<file path="config.mk">
export PLATFORM = sky130hd
export DESIGN_NAME = hamming_encoder_tx_flat
export DESIGN_NICKNAME = d
export VERILOG_FILES = /design/src/rtl/hamming_encoder_tx_if.sv /design/src/rtl/hamming_encoder_tx.sv /design/src/flat_wrapper.sv
export SDC_FILE = /design/constraint.sdc
export NUM_CORES = 1
export LEC_CHECK = 0
export ABC_AREA = 1
export BUFFER_PORTS_ARGS = -buffer_cell sky130_fd_sc_hd__buf_2
export CAP_MARGIN = 20
export CORE_MARGIN = 2
export CORE_UTILIZATION = 35
export CTS_BUF_LIST = sky130_fd_sc_hd__clkbuf_16
export DETAILED_ROUTE_END_ITERATION = 16
export PLACE_DENSITY_LB_ADDON = 0.25
export SLEW_MARGIN = 10
export SYNTH_ARGS = -nofsm -noshare
export SYNTH_HDL_FRONTEND = slang
export SYNTH_SLANG_ARGS = --single-unit
</file>
<file path="constraint.sdc">
create_clock -name clk -period 4.7 [get_ports clk]
set_clock_uncertainty 0.15 [all_clocks]
set_input_delay 1.41 -clock clk [delete_from_list [all_inputs] [get_ports clk]]
set_output_delay 1.41 -clock clk [all_outputs]
set_load 0.05 [all_outputs]
</file>
<file path="src/rtl/hamming_encoder_tx_if.sv">
// Handshake, fault-injection and serial-output signals of the Hamming(7,4) transmitter.
// The master side supplies nibbles and the slave side is the encoder.
interface hamming_encoder_tx_if;
    logic [3:0] in_data;
    logic       in_valid;
    logic       in_ready;
    logic [2:0] inject_pos;
    logic [6:0] codeword;
    logic       tx;
    logic       busy;
    logic       done;

    modport master (
        output in_data,
        output in_valid,
        output inject_pos,
        input  in_ready,
        input  codeword,
        input  tx,
        input  busy,
        input  done
    );

    modport slave (
        input  in_data,
        input  in_valid,
        input  inject_pos,
        output in_ready,
        output codeword,
        output tx,
        output busy,
        output done
    );
endinterface

</file>
<file path="src/rtl/hamming_encoder_tx.sv">
// Hamming(7,4) encoder with optional single-bit fault injection and a serial
// transmitter: one start bit (1) followed by cw[0]..cw[6], each BIT_CYCLES long.
module hamming_encoder_tx #(
    parameter int unsigned BIT_CYCLES = 1
) (
    input  logic               clk,
    input  logic               rst_n,
    hamming_encoder_tx_if.slave bus
);
    typedef enum logic [1:0] {
        IDLE  = 2'd0,
        START = 2'd1,
        DATA  = 2'd2
    } state_t;

    localparam logic [7:0] LAST_CYC = 8'(BIT_CYCLES - 1);

    state_t     state_reg;
    logic [2:0] bit_idx_reg;
    logic [7:0] cyc_cnt_reg;
    logic [6:0] codeword_reg;
    logic [6:0] shift_reg;
    logic       tx_reg;
    logic       busy_reg;
    logic       done_reg;
    logic       in_ready_reg;

    logic [3:0] d;
    logic [6:0] clean_cw;
    logic [6:0] flip_mask;
    logic [6:0] tx_cw;
    logic       accept;
    logic       bit_end;

    assign d = bus.in_data;

    // Positions 1,2,4 (1-based) carry parity; the data bits fill the rest.
    assign clean_cw = {d[3], d[2], d[1], d[1] ^ d[2] ^ d[3],
                       d[0], d[0] ^ d[2] ^ d[3], d[0] ^ d[1] ^ d[3]};

    // inject_pos == 7 matches no bit, so the clean codeword passes through.
    generate
        for (genvar gi = 0; gi < 7; gi++) begin : g_flip
            assign flip_mask[gi] = (bus.inject_pos == 3'(gi));
        end
    endgenerate

    assign tx_cw   = clean_cw ^ flip_mask;
    assign accept  = (state_reg == IDLE) && in_ready_reg && bus.in_valid;
    assign bit_end = (cyc_cnt_reg == LAST_CYC);

    always_ff @(posedge clk or negedge rst_n) begin
        if (!rst_n) begin
            state_reg    <= IDLE;
            bit_idx_reg  <= 3'd0;
            cyc_cnt_reg  <= 8'd0;
            codeword_reg <= 7'h00;
            shift_reg    <= 7'h00;
            tx_reg       <= 1'b0;
            busy_reg     <= 1'b0;
            done_reg     <= 1'b0;
            in_ready_reg <= 1'b1;
        end else begin
            done_reg <= 1'b0;
            case (state_reg)
                IDLE: begin
                    if (accept) begin
                        codeword_reg <= tx_cw;
                        shift_reg    <= tx_cw;
                        bit_idx_reg  <= 3'd0;
                        cyc_cnt_reg  <= 8'd0;
                        tx_reg       <= 1'b1;
                        busy_reg     <= 1'b1;
                        in_ready_reg <= 1'b0;
                        state_reg    <= START;
                    end
                end
                START: begin
                    if (bit_end) begin
                        cyc_cnt_reg <= 8'd0;
                        bit_idx_reg <= 3'd0;
                        tx_reg      <= shift_reg[0];
                        shift_reg   <= {1'b0, shift_reg[6:1]};
                        state_reg   <= DATA;
                    end else begin
                        cyc_cnt_reg <= cyc_cnt_reg + 8'd1;
                    end
                end
                DATA: begin
                    if (bit_end) begin
                        cyc_cnt_reg <= 8'd0;
                        if (bit_idx_reg == 3'd6) begin
                            // Done cycle doubles as the next accept opportunity.
                            bit_idx_reg  <= 3'd0;
                            tx_reg       <= 1'b0;
                            busy_reg     <= 1'b0;
                            done_reg     <= 1'b1;
                            in_ready_reg <= 1'b1;
                            state_reg    <= IDLE;
                        end else begin
                            bit_idx_reg <= bit_idx_reg + 3'd1;
                            tx_reg      <= shift_reg[0];
                            shift_reg   <= {1'b0, shift_reg[6:1]};
                        end
                    end else begin
                        cyc_cnt_reg <= cyc_cnt_reg + 8'd1;
                    end
                end
                default: begin
                    state_reg    <= IDLE;
                    tx_reg       <= 1'b0;
                    busy_reg     <= 1'b0;
                    in_ready_reg <= 1'b1;
                end
            endcase
        end
    end

    assign bus.in_ready = in_ready_reg;
    assign bus.codeword = codeword_reg;
    assign bus.tx       = tx_reg;
    assign bus.busy     = busy_reg;
    assign bus.done     = done_reg;
endmodule

</file>
<file path="src/flat_wrapper.sv">
// flat-port wrapper written by rule: the top's interface ports become plain ports
module hamming_encoder_tx_flat 
#(
    parameter int unsigned BIT_CYCLES = 1
)
  (clk, rst_n, bus_in_data, bus_in_valid, bus_inject_pos, bus_in_ready, bus_codeword, bus_tx, bus_busy, bus_done);
  hamming_encoder_tx_if bus_i ();
  input  logic clk;
  input  logic rst_n;
  input wire logic [$bits(bus_i.in_data)-1:0] bus_in_data;
  input wire logic [$bits(bus_i.in_valid)-1:0] bus_in_valid;
  input wire logic [$bits(bus_i.inject_pos)-1:0] bus_inject_pos;
  output wire logic [$bits(bus_i.in_ready)-1:0] bus_in_ready;
  output wire logic [$bits(bus_i.codeword)-1:0] bus_codeword;
  output wire logic [$bits(bus_i.tx)-1:0] bus_tx;
  output wire logic [$bits(bus_i.busy)-1:0] bus_busy;
  output wire logic [$bits(bus_i.done)-1:0] bus_done;
  assign bus_i.in_data = bus_in_data;
  assign bus_i.in_valid = bus_in_valid;
  assign bus_i.inject_pos = bus_inject_pos;
  assign bus_in_ready = bus_i.in_ready;
  assign bus_codeword = bus_i.codeword;
  assign bus_tx = bus_i.tx;
  assign bus_busy = bus_i.busy;
  assign bus_done = bus_i.done;
  hamming_encoder_tx #(.BIT_CYCLES(BIT_CYCLES)) u_core (.clk(clk), .rst_n(rst_n), .bus(bus_i));
endmodule
</file>
==> flow_summary.yaml <==
drt:
  antenna_left: 0
  first_pass_iters: 4
  routed_wl_um: 3890
  drc: 0
  vias: 1627
  drt_iter0_drc: 88
  vias_per_cell: 4.64
  wl_per_cell_um: 11.1
setup_path:
  arrival_ps: 1080
  cp.depth: 1
  worst_setup_path_start_kind: "flip-flop"
  crit_start: "u_core.bus.in_ready$_DFFE_PN1P_"
  cpLargestDelayFamily: "flip-flops"
  ff2ff_path_depth: 8
  reg2reg_slack_ps: 2640
  path_class: "reg -> out"
  crit_slowest_cell: "dfstp_2"
  cpPeakStageDelay_ps: 550
  cp.required_ps: 3140
  r2r-end: "u_core.shift_reg[4]$_DFFE_PN0P_"
  r2r-start: "u_core.state_reg[0]$_DFFE_PN0P_"
  endpoint_kind: "primary output"
  crit_fanout: 3
  path_cells: "buf_2"
  cp-endpoint: "bus_in_ready"
  path_buf_inv: 1
sta:
  rsz0062_at_grt: "no"
  period_share_pct: 56.2
  tns_ps: 0
  slew_headroom_pct: 53.8
  maxSlewViolCount: 0
  finalSetupViolCount: 0
  clock.fmax_mhz: 379
  max_slew.worst_pin.slew_ps: 693
  period_needed_ps: 2640
  hold_violations: 0
cells_and_area:
  antenna_cells: 0
  instances_no_fill: 351
  final.fill_count: 537
  final_cell_mix: "nand2_1 (93), dfrtp_1 (30), inv_1 (29), nand3_1 (29), buf_2 (20)"
  area_delta_synth_final_pct: 16.1
  layout_commonest_cell: "nand2_1"
  nets: 296
  largest_reg_flops: 8
  drive_above_1_share_pct: 18.5
synthesis:
  syn-num-nets: 271
  netlist_area_um2: 1910
  syn_avg_cell_area_um2: 7.48
  synthCells: 255
  yosys.area.top_type: "dfrtp_1"
  async_reset_ff_share_pct: 100
  synth_top_area_share_pct: 39.4
  ys_seq_area_share_pct: 40.7
  ys_types: 31
  ys.flop_type: "dfrtp_1"
  ys_top_cells_by_area: "dfrtp_1 (39%), nand2_1 (18%), nand3_1 (7.6%), inv_1 (5.3%), ha_1 (3.9%)"
  synth_edf_count: 0
  synth_seq_cells: 31
  ys_warn_count: 0
clock_network:
  cts_buffers: 5
  clk_pin_slew_ps: 50
  clock_latency_ps: 270
  cts_tree: "built"
  cts-resized-gates: 0
  cts_sinks: 31
  root_buffer: "clkbuf_16"
  cts_buffer_depth: 2
  hold_buffers: 0
  cts_setup_buffers: 0
  htree_levels: 2
floorplanning:
  die_area_um2: 6050
  die_y_um: 77.8
  core_um2: 5170
  initial_core_util_pct: 36.9
  io_pins: 21
  die_w_um: 77.8
  fp-row-count: 26
power:
  power_mw: 1.39
  vdd_drop_max_uv: 294
  power_leakage_nw: 1.20
  cellPowerDensity_nw_per_um2: 627
min_path:
  hp-class: "reg -> reg"
  min_path_cells: 2
placement:
  dpl.hpwl_um: 2890
  port_buffers: 20
  dp_cells: 343
  gp_congestion: 0.830
global_route:
  grt_pass1_vias: 1509
  grt-busiest-layer: "met2"
  grt_antenna_before_repair: 0
  grt_pass1_wl_um: 6900
  use_met1_pct: 20.3
  met2_usage_pct: 21.1
  overflow: 0
  grt_start_max_net_pins: 32
  gr-usage-met3_pct: 3.49
  grtUsageTotal_pct: 14.6
status:
  status: "complete, no violations"
job:
  drv_cap: 0
[logic make-up (layout without fill, tap and decap cells)]
group,Yosys count,count (layout),synth area share [%]
AO/OA/AOI/OAI,23,23,6.76
adder cells (fa/ha/maj),6,6,3.94
buffers and inverters,33,59,7.28
AND/OR/NAND/NOR,158,158,39.4
XOR/XNOR,4,4,1.84
flip-flops,31,31,40.7
[through the flow]
| stage | worst slack [ps] | utilization, % | area (um^2) | hold slack (ps) |
|---|---|---|---|---|
| after floorplan | 2410 | - | 1910 | 299 |
| after global placement | 2050 | 40.1 | 2080 | 314 |
| after detailed placement | 1990 | 40.1 | 2080 | 313 |
| after CTS | 2060 | 42.8 | 2210 | 325 |
| after global routing | 2030 | 42.8 | 2210 | 350 |
| final | 2060 | 42.8 | 2210 | 321 |
[routing by layer]
| layer | vias up | share of wire [%] |
|---|---|---|
| met5 | - | 0 |
| met4 | 0 | 2.3 |
| met3 | 7 | 4.8 |
| met2 | 42 | 43 |
| met1 | 717 | 50 |
| li1 | 861 | - |
[cell type report]
type                            instances  area, um^2  share of cell area [%]
Timing Repair Buffer                   20         100                    4.52
Tap cell                               70        87.6                    3.96
Multi-Input combinational cell        191         991                    44.8
Clock buffer                            5         125                    5.65
Inverter                               31         120                    5.43
Sequential cell                        31         777                    35.1
Clock inverter                          3        12.5                   0.565
[where the power goes]
part | internal, mW | leakage, nW | switching (mW) | total (mW)
clock network | 0.191 | 0.0762 | 0.110 | 0.301
logic | 0.194 | 0.724 | 0.492 | 0.685
registers | 0.354 | 0.403 | 0.0472 | 0.402
[worst min-delay path by stage]
stage                                         endpoint  slack, ps                                from
finish              u_core.bus.codeword[1]$_DFFE_PN0P_        320  u_core.bus.codeword[1]$_DFFE_PN0P_
global route        u_core.bus.codeword[3]$_DFFE_PN0P_        350  u_core.bus.codeword[3]$_DFFE_PN0P_
CTS                 u_core.bus.codeword[1]$_DFFE_PN0P_        320  u_core.bus.codeword[1]$_DFFE_PN0P_
detailed placement  u_core.bus.codeword[1]$_DFFE_PN0P_        310  u_core.bus.codeword[1]$_DFFE_PN0P_
global placement    u_core.bus.codeword[5]$_DFFE_PN0P_        310  u_core.bus.codeword[5]$_DFFE_PN0P_
floorplan              u_core.shift_reg[0]$_DFFE_PN0P_        300     u_core.shift_reg[0]$_DFFE_PN0P_
[Yosys cell counts, types with 2 or more instances]
cell and number:
inv_1 27, inv_2 2, ha_1 6, a21oi_2 2, o21ai_0 7, nor2_1 10, nor2_2 4, nand2_1 93
nand4_1 3, o21ai_1 8, nand3_1 29, a21oi_1 4, nand2_4 3, xor2_1 4, dfrtp_1 30, nor3_1 4
nand3_2 2, or2_2 2, nand2_2 3
No activity file was read; power rests on OpenSTA's default activity.
